`src/rtl/deriv_rom_arbiter.sv`:
```
// deriv_rom_arbiter: round-robin sharing of one registered-output derivative ROM
// among NUM_REQ requesters, with a one-deep response stage and a lookup counter.
module deriv_rom_arbiter #(
    parameter int NUM_REQ    = 4,
    parameter int ADDR_WIDTH = 8,
    parameter int DATA_WIDTH = 8,
    localparam int IW        = $clog2(NUM_REQ)
) (
    input  logic                          clk,
    input  logic                          rst_n,
    input  logic [NUM_REQ-1:0]            req_valid,
    input  logic [NUM_REQ*ADDR_WIDTH-1:0] req_addr,
    output logic [NUM_REQ-1:0]            req_ready,
    output logic [ADDR_WIDTH-1:0]         rom_addr,
    input  logic [DATA_WIDTH-1:0]         rom_dout,
    output logic                          rsp_valid,
    output logic [IW-1:0]                 rsp_id,
    output logic [DATA_WIDTH-1:0]         rsp_data,
    input  logic                          rsp_ready,
    input  logic                          cnt_clr,
    output logic [15:0]                   lookup_cnt,
    output logic                          busy
);
    logic [IW-1:0]         ptr;
    logic [IW-1:0]         gnt;
    logic [ADDR_WIDTH-1:0] addr_hold;
    logic                  found;
    logic                  accept;
    int                    idx;
    always_comb begin
        found = 1'b0;
        gnt   = '0;
        idx   = 0;
        // scan farthest-first so the nearest valid index at/after ptr wins
        for (int k = NUM_REQ - 1; k >= 0; k--) begin
            idx = int'(ptr) + k;
            if (idx >= NUM_REQ) idx = idx - NUM_REQ;
            if (req_valid[idx]) begin
                found = 1'b1;
                gnt   = IW'(idx);
            end
        end
    end
    assign accept    = rst_n && (!rsp_valid || rsp_ready) && found;
    assign req_ready = accept ? (NUM_REQ'(1) << gnt) : '0;
    assign rom_addr  = accept ? req_addr[gnt*ADDR_WIDTH +: ADDR_WIDTH] : addr_hold;
    // the ROM output register is the response register; only gate it here
    assign rsp_data  = rsp_valid ? rom_dout : '0;
    assign busy      = |req_valid || rsp_valid;
    always_ff @(posedge clk or negedge rst_n) begin
        if (!rst_n) begin
            ptr        <= '0;
            addr_hold  <= '0;
            rsp_valid  <= 1'b0;
            rsp_id     <= '0;
            lookup_cnt <= '0;
        end else begin
            if (accept) begin
                ptr       <= (gnt == IW'(NUM_REQ - 1)) ? '0 : gnt + 1'b1;
                addr_hold <= rom_addr;
                rsp_valid <= 1'b1;
                rsp_id    <= gnt;
            end else if (rsp_ready) begin
                rsp_valid <= 1'b0;
            end
            if (cnt_clr) lookup_cnt <= '0;
            else if (rsp_valid && rsp_ready && lookup_cnt != 16'hFFFF) lookup_cnt <= lookup_cnt + 16'd1;
        end
    end
endmodule

```
`config.mk`:
```
export PLATFORM = sky130hd
export DESIGN_NAME = deriv_rom_arbiter
export DESIGN_NICKNAME = d
export VERILOG_FILES = /design/src/rtl/deriv_rom_arbiter.sv
export SDC_FILE = /design/constraint.sdc
export NUM_CORES = 1
export LEC_CHECK = 0
export ABC_AREA = 1
export CORE_UTILIZATION = 44
export DETAILED_ROUTE_END_ITERATION = 8
export PLACE_DENSITY = 0.82
export SLEW_MARGIN = 15
export SYNTH_ARGS = -nofsm -noshare
export SYNTH_HDL_FRONTEND = slang
export SYNTH_SLANG_ARGS = --single-unit
export TNS_END_PERCENT = 10
```
`constraint.sdc`:
```
create_clock -name clk -period 3.1 [get_ports clk]
set_clock_uncertainty 0.15 [all_clocks]
set_input_delay 0.93 -clock clk [delete_from_list [all_inputs] [get_ports clk]]
set_output_delay 0.93 -clock clk [all_outputs]
set_load 0.02 [all_outputs]
```
; ---- Yosys cells after proc, flatten, opt, wreduce, memory -nomap -nowiden
; Cells that the tools add are included.
[word_totals]
output_inout_bits = 40
input_bits = 48
ff_bits = 29
wordCells = 68
[classes]
shift = 2
reduce_logical = 10
mux = 32
n_addsub = 9
n_eq_ne = 2
n_lt_le_gt_ge = 8
[op_table]
columns = op, n
row1 = "32-bit by 4-bit < comparator with 1-bit output, second input constant", 4
row2 = 32-bit two-way mux, 4
row3 = 16-bit two-way mux, 2
row4 = 32-bit by 6-bit variable part select with 8-bit output, 1
row5 = "16-bit by 1-bit adder with 16-bit output, second input constant", 1
row6 = 8-bit two-way mux, 2
row7 = "16-bit != test, second input constant", 1
row8 = 1-bit two-way mux, 14
row9 = "3-bit by 3-bit subtractor with 4-bit output, second input constant", 3
row10 = 2-bit two-way mux, 5
row11 = "3-bit >= comparator, second input constant", 3
row12 = 1-bit binary-select mux with 2-bit select, 4
row13 = "2-bit by 2-bit adder with 3-bit output, second input constant", 2
row14 = 1-bit logical AND, 4
row15 = 4-bit two-way mux, 1
row16 = 2-bit nonzero test, 2
row17 = 4-bit OR reduction, 1
row18 = "1-bit by 2-bit << shifter with 4-bit output, first input constant", 1
row19 = "2-bit by 3-bit subtractor with 4-bit output, second input constant", 1
row20 = "2-bit by 1-bit adder with 3-bit output, second input constant", 1
row21 = "2-bit by 3-bit >= comparator with 1-bit output, second input constant", 1
row22 = "2-bit by 1-bit adder with 2-bit output, second input constant", 1
row23 = "2-bit equality test, second input constant", 1
row24 = 1-bit logical OR, 2
row25 = 1-bit logical NOT, 1

; ---- Logic depth before layout (Yosys ltp)
[depth]
depth_word = 12
depth_mapped = 16

; ---- Least setup slack after synthesis
; OpenSTA, ideal clock, no wires.
[synth_timing]
path_type = in2out
start = input port req_valid[3]
end = output port req_ready[2]
path_buffers = 1
cell_stages = 13
arrival_time_ps = 2207
t_required_ps = 2020
slack_ps = -187
cell_sequence = inv_1 -> nand2_1 -> nand3_1 -> nand2_1 -> inv_2 -> nand2_4 -> nand2_4 -> nand2_4 -> buf_8 -> inv_2 -> ha_1 -> inv_1 -> nor2_1
[synth_between]
elab_chain_cells = 9
[synth_rtl]
columns = item, line
row1 = from (decl), 11  ; input logic [NUM_REQ-1:0] req_valid,
row2 = 1-bit binary-select mux with 2-bit select, 38  ; if (req_valid[idx]) begin
row3 = 1-bit two-way mux (not written as such) (2 in a row), 38
row4 = 2-bit two-way mux (3 in a row), 38
row5 = 2-bit two-way mux *, 38
row6 = named net gnt[0], 25  ; logic [IW-1:0] gnt;
row7 = 1-bit by 2-bit << shifter with 4-bit output *, 45  ; assign req_ready = accept ? (NUM_REQ'(1) << gnt) : '0;
row8 = 4-bit two-way mux *, 45
row9 = to (decl), 13  ; output logic [NUM_REQ-1:0] req_ready,
; The timed path passes the listed nets; every way through them passes the cells marked *. The select of a mux whose other input is x is not followed.

; ---- Worst setup path after layout
[layout_timing]
start = input port req_valid[2]
end = output port rom_addr[3]
[layout_between]
elab_chain_cells = 9
[layout_rtl]
columns = item, line
row1 = 1-bit binary-select mux with 2-bit select, 38
row2 = 1-bit two-way mux (not written as such) (2 in a row), 38
row3 = 2-bit two-way mux / 1-bit two-way mux (equally long branches) (4 in a row), 38
row4 = 32-bit by 6-bit variable part select with 8-bit output / 1-bit logical AND (equally long branches), "46, 44"
row5 = 8-bit two-way mux *, 46  ; assign rom_addr = accept ? req_addr[gnt*ADDR_WIDTH +: ADDR_WIDTH] : addr_hold;
row6 = to (decl), 14  ; output logic [ADDR_WIDTH-1:0] rom_addr,
; Mark *: on every way between the ends. The rest lies on a longest branch, timed or not. The select of a mux whose other input is x is not followed.

==> impl_results.md <==
- CTS tree: done
- Post-synthesis cell count: around 340
- WL/cell: roughly 15 µm
- Primary FF master, synth: dfrtp_1
- Slew Limit Fails: 0
- First-pass detailed-route iteration total: 5
- Clock sink total: 29
- Synth Warn #: 0
- Syn nets: approximately 390
- Leak: roughly 2 nW
- WL final: approximately 7900 µm
- Rows: 25
- DIE HEIGHT: ~73 µm
- Number of DRC markers in iteration 0: 222
- Initial antenna violation count: 0
- Mapped Avg Cell Area: about 6.5 µm²
- Core footprint: roughly 4800 µm²
- Most numerous cell in the Yosys netlist: nand2_1
- FF+latch count, synth: 29
- Mux cell area share after synthesis: 0%
- Post-synthesis compound-gate area fraction: approximately 6.3%
- DIE WIDTH: roughly 73 µm
- Gp weighted congestion: 0.9197
- R2R Setup Slk: around 0.06 ns
- Routed Antenna Nets: 0
- Share of layout cells above drive strength 1: between 30% and 40%
- Clock Latency Late Sink: about 0.28 ns
- Arrival @ worst endpoint: 2.38 ns
- RSZ-0062 raised after global routing: yes
- Achievable Freq: ~0.29 GHz
- Placed cell areas: between 3000 and 4000 µm²
- Area leader, netlist: dfrtp_1
- Synth cell types: 31
- Detailed placement HPWL: about 4700 µm
- Buffers on Ports: between 80 and 90
- H-Tree Depth: 2
- Largest family of logic cells by synthesized area: simple AND/OR/NAND/NOR gates
- Worst slew pin tran: between 0.4 and 0.5 ns
- Final Critical Period: 3.461 ns
- Overflow after GRT: 0
- Starting Density: 46.29%
- Async SR Flop Fraction: 100.0%
- Synth top area share: 32.97%
- CP Data Required Time: just over 2 ns
- Ant. Diodes: 0
- Routed via count: 2767
- Worst-path clk slew: about 0.06 ns
- Worst vdd ir: between 0.0008 and 0.0009 V
- Vias in the first global route: around 2600
- Full die area: about 5300 µm²
- Maxcap violations: 0
- Synth Area in Adders: 2.843%
- Crit end category: output port
- # hold bufs at CTS: 0
- Max_slew headroom: 68.94%
- Synth Area in XOR/XNOR: slightly below 2%
- Design area: a little over 4000 µm²
- Failing checks: negative setup slack
- Synth Area in Simple Gates: 40.65%
- Area Growth Syn to Fin: 84.48%
- First-pass GRT wire length: 11440 µm
- Pwr dens: approximately 940 nW/µm²
- Seq/Total Area, Yosys: approximately 33%
- EDFF count, synth: 0
- Synth top area cells: dfrtp_1 (33%), nand2_1 (17%), inv_1 (11%)
- Vias per inst: 5.153
- CTS Root Cell: clkbuf_8
- Largest net degree at the start of global routing: 30
- CP max FO: 5
- CTS Buffer Depth: 2
- Fin crit share: 111.6%
- Fill count: about 280
- Status: finished with violations
- # IOs: just under 90
- PnR worst setup slack: -0.3609 ns
- Mapped Area: about 2200 µm²
- CTS buffer count: 5
- Hold Crit Class: flip-flop to flip-flop
- Setup crit start kind: input port
- Endpoints failing setup: 13
- Final core area utilization: between 80% and 90%
- Synth cell count leaders: nand2_1 (99), inv_1 (66), nand3_1 (46), dfrtp_1 (29), nor2_1 (16)
- Nets: 522
- DRC Markers: 0
- Hold Vio Cnt, Final: 0
- GR Util All Layers: approximately 28%
- Type of the worst setup path: input port to output port
==> where the power goes <==
part / internal [W] / switching, W
clock network: 0.000155 / 0.000141
logic: 0.00138 / 0.00164
registers: 0.000461 / 0.0000560
total: 0.00199 / 0.00184
==> per-layer routing <==
metal  vias to the layer above  wire length, µm  GRT usage, %
met2                       145             4128         51.61
met5                         -                0             0
met4                         0              172         7.625
met1                      1297             3117         34.01
li1                       1311                -             -
met3                        14              493         4.144
==> worst paths after layout <==
kind	start	endpoint	cells past startpoint
setup / recovery	req_valid[2]	rom_addr[3]	16
hold / removal	addr_hold[4]$_DFFE_PN0P_	addr_hold[4]$_DFFE_PN0P_	2
setup reg to reg	ptr[0]$_DFFE_PN0P_	addr_hold[6]$_DFFE_PN0P_	20
hold reg to reg	addr_hold[4]$_DFFE_PN0P_	addr_hold[4]$_DFFE_PN0P_	2
max in group asynchronous	rst_n	ptr[0]$_DFFE_PN0P_	2
min in group asynchronous	rst_n	lookup_cnt[4]$_DFFE_PN0P_	2
==> critical path, stage by stage <==
cell and delay, ns:
buf_4 0.11, inv_2 0.04, nand2_2 0.07, nand3_2 0.08, nand2_2 0.09, nand3_4 0.11, nand2_4 0.11, nand2_8 0.08
buf_8 0.15, nand2_8 0.09, nand2_2 0.06, nand3_1 0.08, nand2_1 0.09, nand2_2 0.09, nand2_2 0.06, buf_6 0.13
==> cell usage in the layout (no fill, tap or decap), drive strengths merged, types with 7 or more instances in the layout <==
master           n
nor2            17
nand3           48
a21oi            8
inv             72
nand2          115
clkdlybuf4s50   62
dlygate4sd2      9
o21ai           14
nor3             7
buf             58
dfrtp           29
==> state kept, by name, summed over array words and instances, names as in the netlist <==
signal      cells
ptr             2
rsp_valid       1
addr_hold       8
lookup_cnt     16
rsp_id          2
==> cell type report <==
type / count / area, µm² / area share, %
Inverter: 72 / 301.5 / 7.427
Clock inverter: 2 / 10.01 / 0.2465
Clock buffer: 6 / 72.57 / 1.787
Sequential cell: 29 / 726.9 / 17.90
Multi-Input combinational cell: 232 / 1513 / 37.26
Tap cell: 67 / 83.83 / 2.065
Timing Repair Buffer: 129 / 1353 / 33.31
==> kinds of logic (layout without fill, tap and decap cells) <==
family                   Yosys count  after routing
AND/OR/NAND/NOR                  193            196
XOR/XNOR                           5              5
adder cells (fa/ha/maj)            5              5
buffers and inverters             81            209
flip-flops                        29             29
AO/OA/AOI/OAI                     26             26
==> stage by stage <==
| stage | hold WS [ns] | std cells | power (W) | TNS [ns] | worst slack (ns) |
|---|---|---|---|---|---|
| finish | 0.3464 | 537 | 0.003830 | -3.688 | -0.3609 |
| global route | 0.3699 | 537 | 0.004033 | -4.622 | -0.4300 |
| CTS | 0.3395 | 537 | 0.003421 | -4.114 | -0.3477 |
| detailed placement | 0.3231 | 508 | 0.002491 | -16.00 | -1.295 |
| global placement | 0.3173 | 508 | 0.002440 | -15.32 | -1.243 |
| floorplan | 0.3100 | 339 | 0.001879 | -0.05105 | -0.01293 |
==> what timing repair did <==
item,4_1_cts,5_1_grt
pin swaps,20,18
setup buffers,16,2
gates resized for setup,128,48
cloned,5,0
setup endpoints to repair,21,13
(Power assumes the default switching activity.)
